$ cat config.mk
export PLATFORM = sky130hd
export DESIGN_NAME = game_ctrl
export DESIGN_NICKNAME = d
export VERILOG_FILES = /design/src/rtl/game_pkg.sv /design/src/rtl/bcd_counter.sv /design/src/rtl/game_ctrl.sv
export SDC_FILE = /design/constraint.sdc
export NUM_CORES = 1
export LEC_CHECK = 0
export BUFFER_PORTS_ARGS = -buffer_cell sky130_fd_sc_hd__buf_2
export CAP_MARGIN = 10
export CORE_MARGIN = 2
export CORE_UTILIZATION = 45
export CTS_BUF_LIST = sky130_fd_sc_hd__clkbuf_16
export CTS_CLUSTER_DIAMETER = 50
export DETAILED_ROUTE_END_ITERATION = 8
export PLACE_DENSITY = 0.68
export SLEW_MARGIN = 20
export SYNTH_ARGS = -nofsm -noshare
export SYNTH_HDL_FRONTEND = slang
export SYNTH_HIERARCHICAL = 1
export SYNTH_SLANG_ARGS = --single-unit
$ cat constraint.sdc
create_clock -name clk -period 1.9 [get_ports clk]
set_input_delay 0 -clock clk [delete_from_list [all_inputs] [get_ports clk]]
set_output_delay 0 -clock clk [all_outputs]
set_load 0.01 [all_outputs]
$ cat src/rtl/game_pkg.sv
// ---------------------------------------------------------------------------
// game_pkg
// Shared definitions for the bounce-game control slice.
//   state_t              phase codes driven onto game_ctrl.state for the
//                        text overlay (NEWGAME/PLAY/NEWBALL/OVER/PAUSE)
//   BCD_W, BCD_NINE      width and largest value of one BCD digit
//   DEFAULT_WAIT_FRAMES  post-miss wait, 2 s at a 60 Hz frame rate
// ---------------------------------------------------------------------------
package game_pkg;

    localparam int BCD_W               = 4;
    localparam int DEFAULT_WAIT_FRAMES = 120;

    localparam logic [BCD_W-1:0] BCD_NINE = 4'd9;

    typedef enum logic [2:0] {
        ST_NEWGAME = 3'd0,
        ST_PLAY    = 3'd1,
        ST_NEWBALL = 3'd2,
        ST_OVER    = 3'd3,
        ST_PAUSE   = 3'd4
    } state_t;

endpackage

$ cat src/rtl/bcd_counter.sv
// ---------------------------------------------------------------------------
// bcd_counter
// Multi-digit decimal up-counter that sticks at all nines.
//   clk    in   system clock
//   reset  in   synchronous, active-low reset
//   clr    in   clear to zero; wins over inc
//   inc    in   add one (one count per cycle asserted)
//   q      out  BCD value, digit 0 in the least significant nibble
// ---------------------------------------------------------------------------
module bcd_counter
    import game_pkg::*;
#(
    parameter int DIGITS = 2
) (
    input  logic                      clk,
    input  logic                      reset,
    input  logic                      clr,
    input  logic                      inc,
    output logic [BCD_W*DIGITS-1:0]   q
);

    logic [DIGITS-1:0][BCD_W-1:0] cnt_q;
    logic [DIGITS-1:0][BCD_W-1:0] cnt_inc;
    logic                         all_nines;
    logic                         carry;

    // Ripple a decimal carry from digit 0 upward. A digit only changes while
    // a carry is still pending into it.
    // NOTE: every variable written here gets a default first, so no path can
    // leave one unassigned and infer a latch.
    always_comb begin
        cnt_inc   = cnt_q;
        all_nines = 1'b1;
        carry     = 1'b1;
        for (int i = 0; i < DIGITS; i++) begin
            if (cnt_q[i] != BCD_NINE) begin
                all_nines = 1'b0;
            end
            if (carry) begin
                if (cnt_q[i] == BCD_NINE) begin
                    cnt_inc[i] = '0;
                end else begin
                    cnt_inc[i] = cnt_q[i] + 1'b1;
                    carry      = 1'b0;
                end
            end
        end
    end

    // NOTE: registers use non-blocking assignments so every flop samples the
    // pre-edge values regardless of statement order.
    always_ff @(posedge clk) begin
        if (!reset) begin
            cnt_q <= '0;
        end else if (clr) begin
            cnt_q <= '0;
        end else if (inc && !all_nines) begin
            cnt_q <= cnt_inc;
        end
    end

    assign q = cnt_q;

endmodule

$ cat src/rtl/game_ctrl.sv
// ---------------------------------------------------------------------------
// game_ctrl
// Phase sequencer for the bounce game: new game, play, new ball, pause and
// game over. Counts lives, keeps a BCD score and session high score, and
// times the post-miss wait in frame ticks.
//   clk          in   system clock
//   reset        in   synchronous, active-low reset
//   frame_tick   in   one-cycle strobe per video frame
//   btn          in   start/jump button level (debounced)
//   pause_btn    in   pause button level (debounced)
//   hit          in   one-cycle strobe: ball struck
//   miss         in   one-cycle strobe: ball lost
//   state        out  current phase code (game_pkg::state_t)
//   gra_still    out  1 = graphics frozen (every phase except PLAY)
//   lives        out  balls left in reserve
//   score        out  BCD score, digit 0 in the LSBs
//   hiscore      out  best score since reset
//   new_hiscore  out  in OVER: the game just finished beat the old hiscore
// ---------------------------------------------------------------------------
module game_ctrl
    import game_pkg::*;
#(
    parameter int LIVES       = 3,
    parameter int DIGITS      = 2,
    parameter int WAIT_FRAMES = DEFAULT_WAIT_FRAMES
) (
    input  logic                      clk,
    input  logic                      reset,
    input  logic                      frame_tick,
    input  logic                      btn,
    input  logic                      pause_btn,
    input  logic                      hit,
    input  logic                      miss,
    output logic [2:0]                state,
    output logic                      gra_still,
    output logic [3:0]                lives,
    output logic [BCD_W*DIGITS-1:0]   score,
    output logic [BCD_W*DIGITS-1:0]   hiscore,
    output logic                      new_hiscore
);

    localparam int SW = BCD_W * DIGITS;
    localparam int TW = $clog2(WAIT_FRAMES + 1);

    localparam logic [TW-1:0] WAIT_LOAD  = TW'(WAIT_FRAMES);
    localparam logic [3:0]    LIVES_INIT = 4'(LIVES);

    state_t         state_q, state_d;
    logic [3:0]     lives_q, lives_d;
    logic [TW-1:0]  timer_q, timer_d;
    logic [SW-1:0]  hiscore_q, hiscore_d;
    logic           new_hi_q, new_hi_d;
    logic           gra_still_q;
    logic           over_entry_q, over_entry_d;

    // Button edge detectors. The rise pulse itself is registered, so a press
    // reaches the FSM one cycle after the button goes high.
    logic btn_q, btn_rise;
    logic pause_q, pause_rise;

    logic score_clr, score_inc;

    bcd_counter #(
        .DIGITS (DIGITS)
    ) u_score (
        .clk   (clk),
        .reset (reset),
        .clr   (score_clr),
        .inc   (score_inc),
        .q     (score)
    );

    // -----------------------------------------------------------------------
    // Next-state and datapath logic
    // -----------------------------------------------------------------------
    always_comb begin
        state_d   = state_q;
        lives_d   = lives_q;
        timer_d   = timer_q;
        hiscore_d = hiscore_q;
        new_hi_d  = new_hi_q;
        score_inc = 1'b0;

        // The wait timer runs in every phase but PAUSE; a miss load below
        // overrides this decrement.
        if (state_q != ST_PAUSE && timer_q != '0 && frame_tick) begin
            timer_d = timer_q - 1'b1;
        end

        case (state_q)
            ST_NEWGAME: begin
                lives_d = LIVES_INIT;
                if (btn_rise) begin
                    state_d = ST_PLAY;
                    lives_d = LIVES_INIT - 4'd1;
                end
            end

            ST_PLAY: begin
                // hit counts even in the cycle a miss ends the rally.
                score_inc = hit;
                if (miss) begin
                    timer_d = WAIT_LOAD;
                    if (lives_q == 4'd0) begin
                        state_d = ST_OVER;
                    end else begin
                        state_d = ST_NEWBALL;
                        lives_d = lives_q - 4'd1;
                    end
                end else if (pause_rise) begin
                    state_d = ST_PAUSE;
                end
            end

            ST_PAUSE: begin
                if (pause_rise) begin
                    state_d = ST_PLAY;
                end
            end

            ST_NEWBALL: begin
                // A press during the wait is simply dropped.
                if (timer_q == '0 && btn_rise) begin
                    state_d = ST_PLAY;
                end
            end

            ST_OVER: begin
                // Compared on the first OVER cycle, once the final hit (if
                // any) has landed in the score counter.
                if (over_entry_q && score > hiscore_q) begin
                    hiscore_d = score;
                    new_hi_d  = 1'b1;
                end
                if (timer_q == '0) begin
                    state_d  = ST_NEWGAME;
                    lives_d  = LIVES_INIT;
                    new_hi_d = 1'b0;
                end
            end

            default: begin
                state_d = ST_NEWGAME;
            end
        endcase

        // Clearing on the way into NEWGAME keeps the score at zero for the
        // whole phase rather than one cycle late.
        score_clr    = (state_d == ST_NEWGAME);
        over_entry_d = (state_d == ST_OVER) && (state_q != ST_OVER);
    end

    // -----------------------------------------------------------------------
    // State and datapath registers
    // -----------------------------------------------------------------------
    always_ff @(posedge clk) begin
        if (!reset) begin
            state_q      <= ST_NEWGAME;
            lives_q      <= LIVES_INIT;
            timer_q      <= '0;
            hiscore_q    <= '0;
            new_hi_q     <= 1'b0;
            gra_still_q  <= 1'b1;
            over_entry_q <= 1'b0;
            btn_q        <= 1'b0;
            btn_rise     <= 1'b0;
            pause_q      <= 1'b0;
            pause_rise   <= 1'b0;
        end else begin
            state_q      <= state_d;
            lives_q      <= lives_d;
            timer_q      <= timer_d;
            hiscore_q    <= hiscore_d;
            new_hi_q     <= new_hi_d;
            gra_still_q  <= (state_d != ST_PLAY);
            over_entry_q <= over_entry_d;
            btn_q        <= btn;
            btn_rise     <= btn & ~btn_q;
            pause_q      <= pause_btn;
            pause_rise   <= pause_btn & ~pause_q;
        end
    end

    assign state       = state_q;
    assign gra_still   = gra_still_q;
    assign lives       = lives_q;
    assign hiscore     = hiscore_q;
    assign new_hiscore = new_hi_q;

endmodule

Word-level counts from Yosys, hierarchy flattened

Cells that the tools add are included.

Flip-flop bits (word level): 37
Bits in latches: 0
RAM bits: 0
Memory bits (read-only): 0
Output and inout bits: 25
Word-level logic and storage cells: 81
Memories kept: 0

Add/subtract/negate cells: 4
Multipliers: 0
Div/mod/pow operators: 0
Magnitude comparators: 1
Eq/ne operators: 15
Shifts and indexed selects: 0
Multiplexer cells: 24
Bitwise logic cells: 5
Reductions and logical operators: 19

Operator list:

| operator                                                                 | count |
|---|---|
| 7-bit 2-to-1 mux                                                         | 3 |
| 4-bit 2-to-1 mux                                                         | 5 |
| 3-bit 2-to-1 mux                                                         | 6 |
| 3-bit one-hot mux with 5 select lines                                    | 1 |
| 4-bit one-hot mux with 3 select lines                                    | 1 |
| 3-bit by 2-bit == test with 1-bit output (second input constant)         | 3 |
| 4-bit by 1-bit adder with 4-bit output (second input constant)           | 2 |
| 4-bit == test (second input constant)                                    | 2 |
| 8-bit greater-than comparator                                            | 1 |
| 1-bit 2-to-1 mux                                                         | 8 |
| 4-bit inequality test (second input constant)                            | 2 |
| 7-bit zero test                                                          | 1 |
| 7-bit nonzero test                                                       | 1 |
| 7-bit by 1-bit subtractor with 7-bit output (second input constant)      | 1 |
| 1-bit logical AND                                                        | 6 |
| 3-bit zero test                                                          | 2 |
| 2-bit inequality test (second input constant)                            | 3 |
| 2-bit AND reduction                                                      | 3 |
| 4-bit zero test                                                          | 1 |
| 4-bit AND reduction                                                      | 1 |
| 4-bit by 1-bit subtractor with 4-bit output (second input constant)      | 1 |
| 3-bit by 1-bit == test with 1-bit output (second input constant)         | 1 |
| 3-bit == test (second input constant)                                    | 1 |
| 3-bit by 1-bit inequality test with 1-bit output (second input constant) | 1 |
| 8 further kinds                                                          | 11 |

Depth between registers and ports, before layout

Word-level depth: 6
Gate-level depth with buffers: 10
Mapped depth without buffers: 9

Hierarchy

The synthesis kept the hierarchy.

Modules (own cells, without submodules):

| module      | times used | cells each | area each (um^2) | sequential area each (um^2) |
|---|---|---|---|---|
| game_ctrl   | 1          | 183        | 1551.5           | 580.6 |
| bcd_counter | 1          | 52         | 427.9            | 160.2 |

Least setup slack after synthesis

No wires, ideal clock.

Kind: reg-to-reg
From: reg timer_q[0]
To: reg u_score.cnt_q (netlist bit u_score/q[0])
Arrival time: 1.874 ns
Slack: -0.098 ns
Cell stages (with the launch flop): 11
Path buffers: 1
Clock period less this slack: 1.998 ns
Cell sequence: dfxtp_1 inv_1 ha_1 nor3b_2 and2_2 o21ai_1 a222oi_1 and2_1 nand2b_1 buf_1 nor2_1

Word-level cells in the longest chain between the ends: 6
Elaborated cells on any way between the ends: 7
Classes of those cells: mux (3); reduce/logical (4)

RTL lines:

| element                                   | RTL line                           | RTL |
|---|---|---|
| from (decl)                               | game_ctrl.sv:50                    | `logic [TW-1:0] timer_q, timer_d;` |
| from (signal assigned)                    | game_ctrl.sv:172                   | `timer_q <= timer_d;` |
| 7-bit zero test (*)                       | game_ctrl.sv:123, game_ctrl.sv:135 |  |
| 1-bit logical AND                         | game_ctrl.sv:123                   | `if (timer_q == '0 && btn_rise) begin` |
| 3-bit 2-to-1 mux                          | game_ctrl.sv:123                   |  |
| 3-bit one-hot mux with 5 select lines (*) | game_ctrl.sv:90                    | `case (state_q)` |
| 3-bit zero test (*)                       | game_ctrl.sv:149                   | `score_clr = (state_d == ST_NEWGAME);` |
| named net score_clr                       | game_ctrl.sv:61                    | `logic score_clr, score_inc;` |
| 2-bit OR reduction (no line) (*)          | --                                 |  |
| to (signal assigned)                      | bcd_counter.sv:58                  | `cnt_q <= cnt_inc;` |
| to (decl)                                 | bcd_counter.sv:22                  | `logic [DIGITS-1:0][BCD_W-1:0] cnt_q;` |

The timed path passes the listed nets; every way through them passes the cells marked *.
A chain may end at the register's enable or synchronous reset.

Final worst setup path

From: reg timer_q[1]
To: reg u_score.cnt_q (netlist bit u_score/q[6])

The elaborated chain is that of the path after synthesis.

==> metrics <==
total gr overflow 0; Layout fillers 393; worst-skew pair later-pin latency 0.28 ns; Critical Path Fanout Max 8; FF/Latch Area 743.2 sq um; Final #Nets 305; Min Hold Slack 0.1232 ns; Post-synth ARST share 0%; Period Utilization, post-route 96.98%; Avg Cell Area, Syn 8.423 sq um; CTS tree done; outcome complete, no violations; # rows 24; initial antenna violation count 0; CTS Buffer Depth 2; All-Layer GR Usage 17.80%; Post-Place Setup Slack -0.07073 ns; synth cell count leaders dfxtp_1 (37), nand2_1 (25), nor2_1 (21); Multi-input gate area 1157 sq um; pin count of the biggest net entering global routing 25; most frequent cell after synthesis dfxtp_1; min cycle time layout 1.843 ns; Die H 70.32 um; min-delay worst type primary input to flop; DR DRC count 0; H-tree depth 2; synthesized cell area 1979 sq um; max_cap viols 0; CTS root buffer clkbuf_16; top_reg_cell synth dfxtp_1; drt initial violations 81; port buffer count 31; Worst-Margin Slew 0.4786 ns; area share of the largest cell type after synthesis 37.42%; synth warn 6; drt pass-1 iters 6; RSZ-0062 raised after global routing yes; main area contributors after synthesis dfxtp_1 (37%), ha_1 (7.0%), nand2_1 (4.7%), nor2_1 (4.0%), a21oi_1 (3.5%); CP required 2.07 ns; EDFF count, synth 0; cell taking the most area after synthesis dfxtp_1; cells after synthesis 235; pwr/cell area 977.2 nW/um^2; fmax 0.5427 GHz; LEAKAGE 1.083 nW; clock sinks 37; Die Area 4945 sq um; CP endpoint u_score/q[6]; Vias 1778; Worst-path clk slew 0.06 ns; WP data arrival 2.01 ns; Final Skew 0.006741 ns; DR WL/cell 12.68 um; die span in x 70.32 um; core area 4294 sq um; Synthesized Nets 253; TritonCTS buffer count 5; Area growth, synth to finish 28.70%; Reg2Reg Capture Point u_score/q[6]; Setup CP Type flop to flop; R2R setup slack 0.06 ns; routability cong. 0.8325; IO Count 32; starting density of the core 46.10%; CP startpoint kind flop; ANT nets after route 0; Yosys cell types 54; Hold Fails Final Rpt 0; detailed-route vias per instance 5.229; Final WS setup 0.05738 ns; diode count 0; share of layout cells above drive strength 1 28.47%; Worst setup startpoint timer_q[1]; Slew Viols, Final 0; post-synthesis sequential area ratio 37.42%; first-pass GRT wire length 6.893 mm; # setup viols final 0; total wire length 4.312 mm; Max VDD drop 0.7134 mV; Post-DP HPWL 3.111 mm; Slew Limit Headroom 68.09%; RR Startpoint timer_q[1]; endpoint class of the critical path flop; reg2reg path depth 9; vias in the first global route 1523; Yosys reg bits 37
==> flip-flops by register name, summed over array words and instances (netlist names) <==
name	count
hiscore	8
u_score/q	8
timer_q	7
lives	4
state	3
btn_q	1
btn_rise	1
gra_still	1
new_hiscore	1
over_entry_q	1
pause_q	1
pause_rise	1
==> kinds of logic after synthesis <==
group,count (synthesis),share of synthesized area [%]
and+or+nand+nor,95,25.79
AOI/OAI and AO/OA,49,16.50
DFF,37,37.42
buffers and inverters,29,6.826
adders and majority gates,11,6.953
xor gates and xnor gates,10,4.425
muxes,4,2.086
==> stage by stage <==
stage | util [%] | setup TNS [ns] | cells | area, sq um | power [mW]
finish | 59.32 | 0 | 340 | 2547 | 2.489
global route | 59.32 | -0.4227 | 340 | 2547 | 2.611
CTS | 58.01 | 0 | 339 | 2491 | 2.431
detailed placement | 53.58 | -0.4977 | 329 | 2301 | 1.511
global placement | 53.58 | -0.0005116 | 329 | 2301 | 1.498
floorplan | - | 0 | 235 | 1991 | 1.326
==> how the worst min path moves through the flow <==
stage          start       end  slack, ns  depth (start not counted)
4_1_cts        reset  lives[1]       0.11                          2
3_3_place_gp     btn     btn_q       0.22                          2
3_5_place_dp     btn     btn_q       0.22                          2
5_1_grt        reset  lives[1]       0.13                          2
6_report       reset  lives[1]       0.12                          2
2_1_floorplan    btn     btn_q       0.14                          1
==> worst max-delay path: stages, from the launching register on <==
cell and delay, ns:
dfxtp_2 0.32, inv_2 0.06, ha_4 0.13, nor3b_4 0.20
and2_4 0.19, o21ai_2 0.05, a222oi_1 0.36, and2_1 0.19
nand2b_4 0.18, nor2_1 0.05
==> power breakdown <==
group | switching [mW] | internal (mW) | total (mW)
clock network | 0.293 | 0.609 | 0.902
registers | 0.0712 | 0.844 | 0.916
logic | 0.317 | 0.354 | 0.671
==> what timing repair did <==
item / CTS / global route
setup buffers: 0 / 1
pin swaps: 1 / 9
gates cloned: 0 / 0
hold buffers: 2 / 0
endpoints found under the hold margin: 2 / 0
gates resized for setup: 2 / 17
endpoints found under the setup margin: 8 / 16
==> layer usage <==
| metal | up-vias | GRT usage (%) | wire [um] | part of all wire, % |
|---|---|---|---|---|
| li1 | 922 | - | - | - |
| met3 | 8 | 6.061 | 198 | 4.6 |
| met4 | 0 | 6.197 | 55 | 1.3 |
| met5 | - | 0 | 0 | 0 |
| met2 | 42 | 27.67 | 1999 | 46 |
| met1 | 806 | 22.94 | 2059 | 48 |
==> cell type report <==
type                            count  area share [%]
Multi-Input combinational cell    169           45.43
Sequential cell                    37           29.17
Timing Repair Buffer               55           13.65
Clock buffer                        5           4.912
Inverter                           19           2.800
Tap cell                           52           2.554
Clock inverter                      3           1.473
==> layout by cell type, fill, tap and decap left out, drive strengths merged, types with 2 or more instances in the layout <==
cell,Yosys,final
mux2i,3,3
dfxtp,37,37
nor2b,6,6
nor2,21,21
inv,18,19
clkinv,1,2
nor3,6,6
a211oi,3,3
o31ai,2,2
and2,5,5
nand2,25,25
clkbuf,2,5
buf,8,53
o211ai,2,2
nand2b,4,4
nand4,5,5
ha,11,11
dlygate4sd3,0,2
o21ai,17,17
a21oi,14,14
nor3b,3,3
nand3,12,12
xnor2,2,2
xor2,8,8
Note: power is estimated with default switching activity, not from simulation.
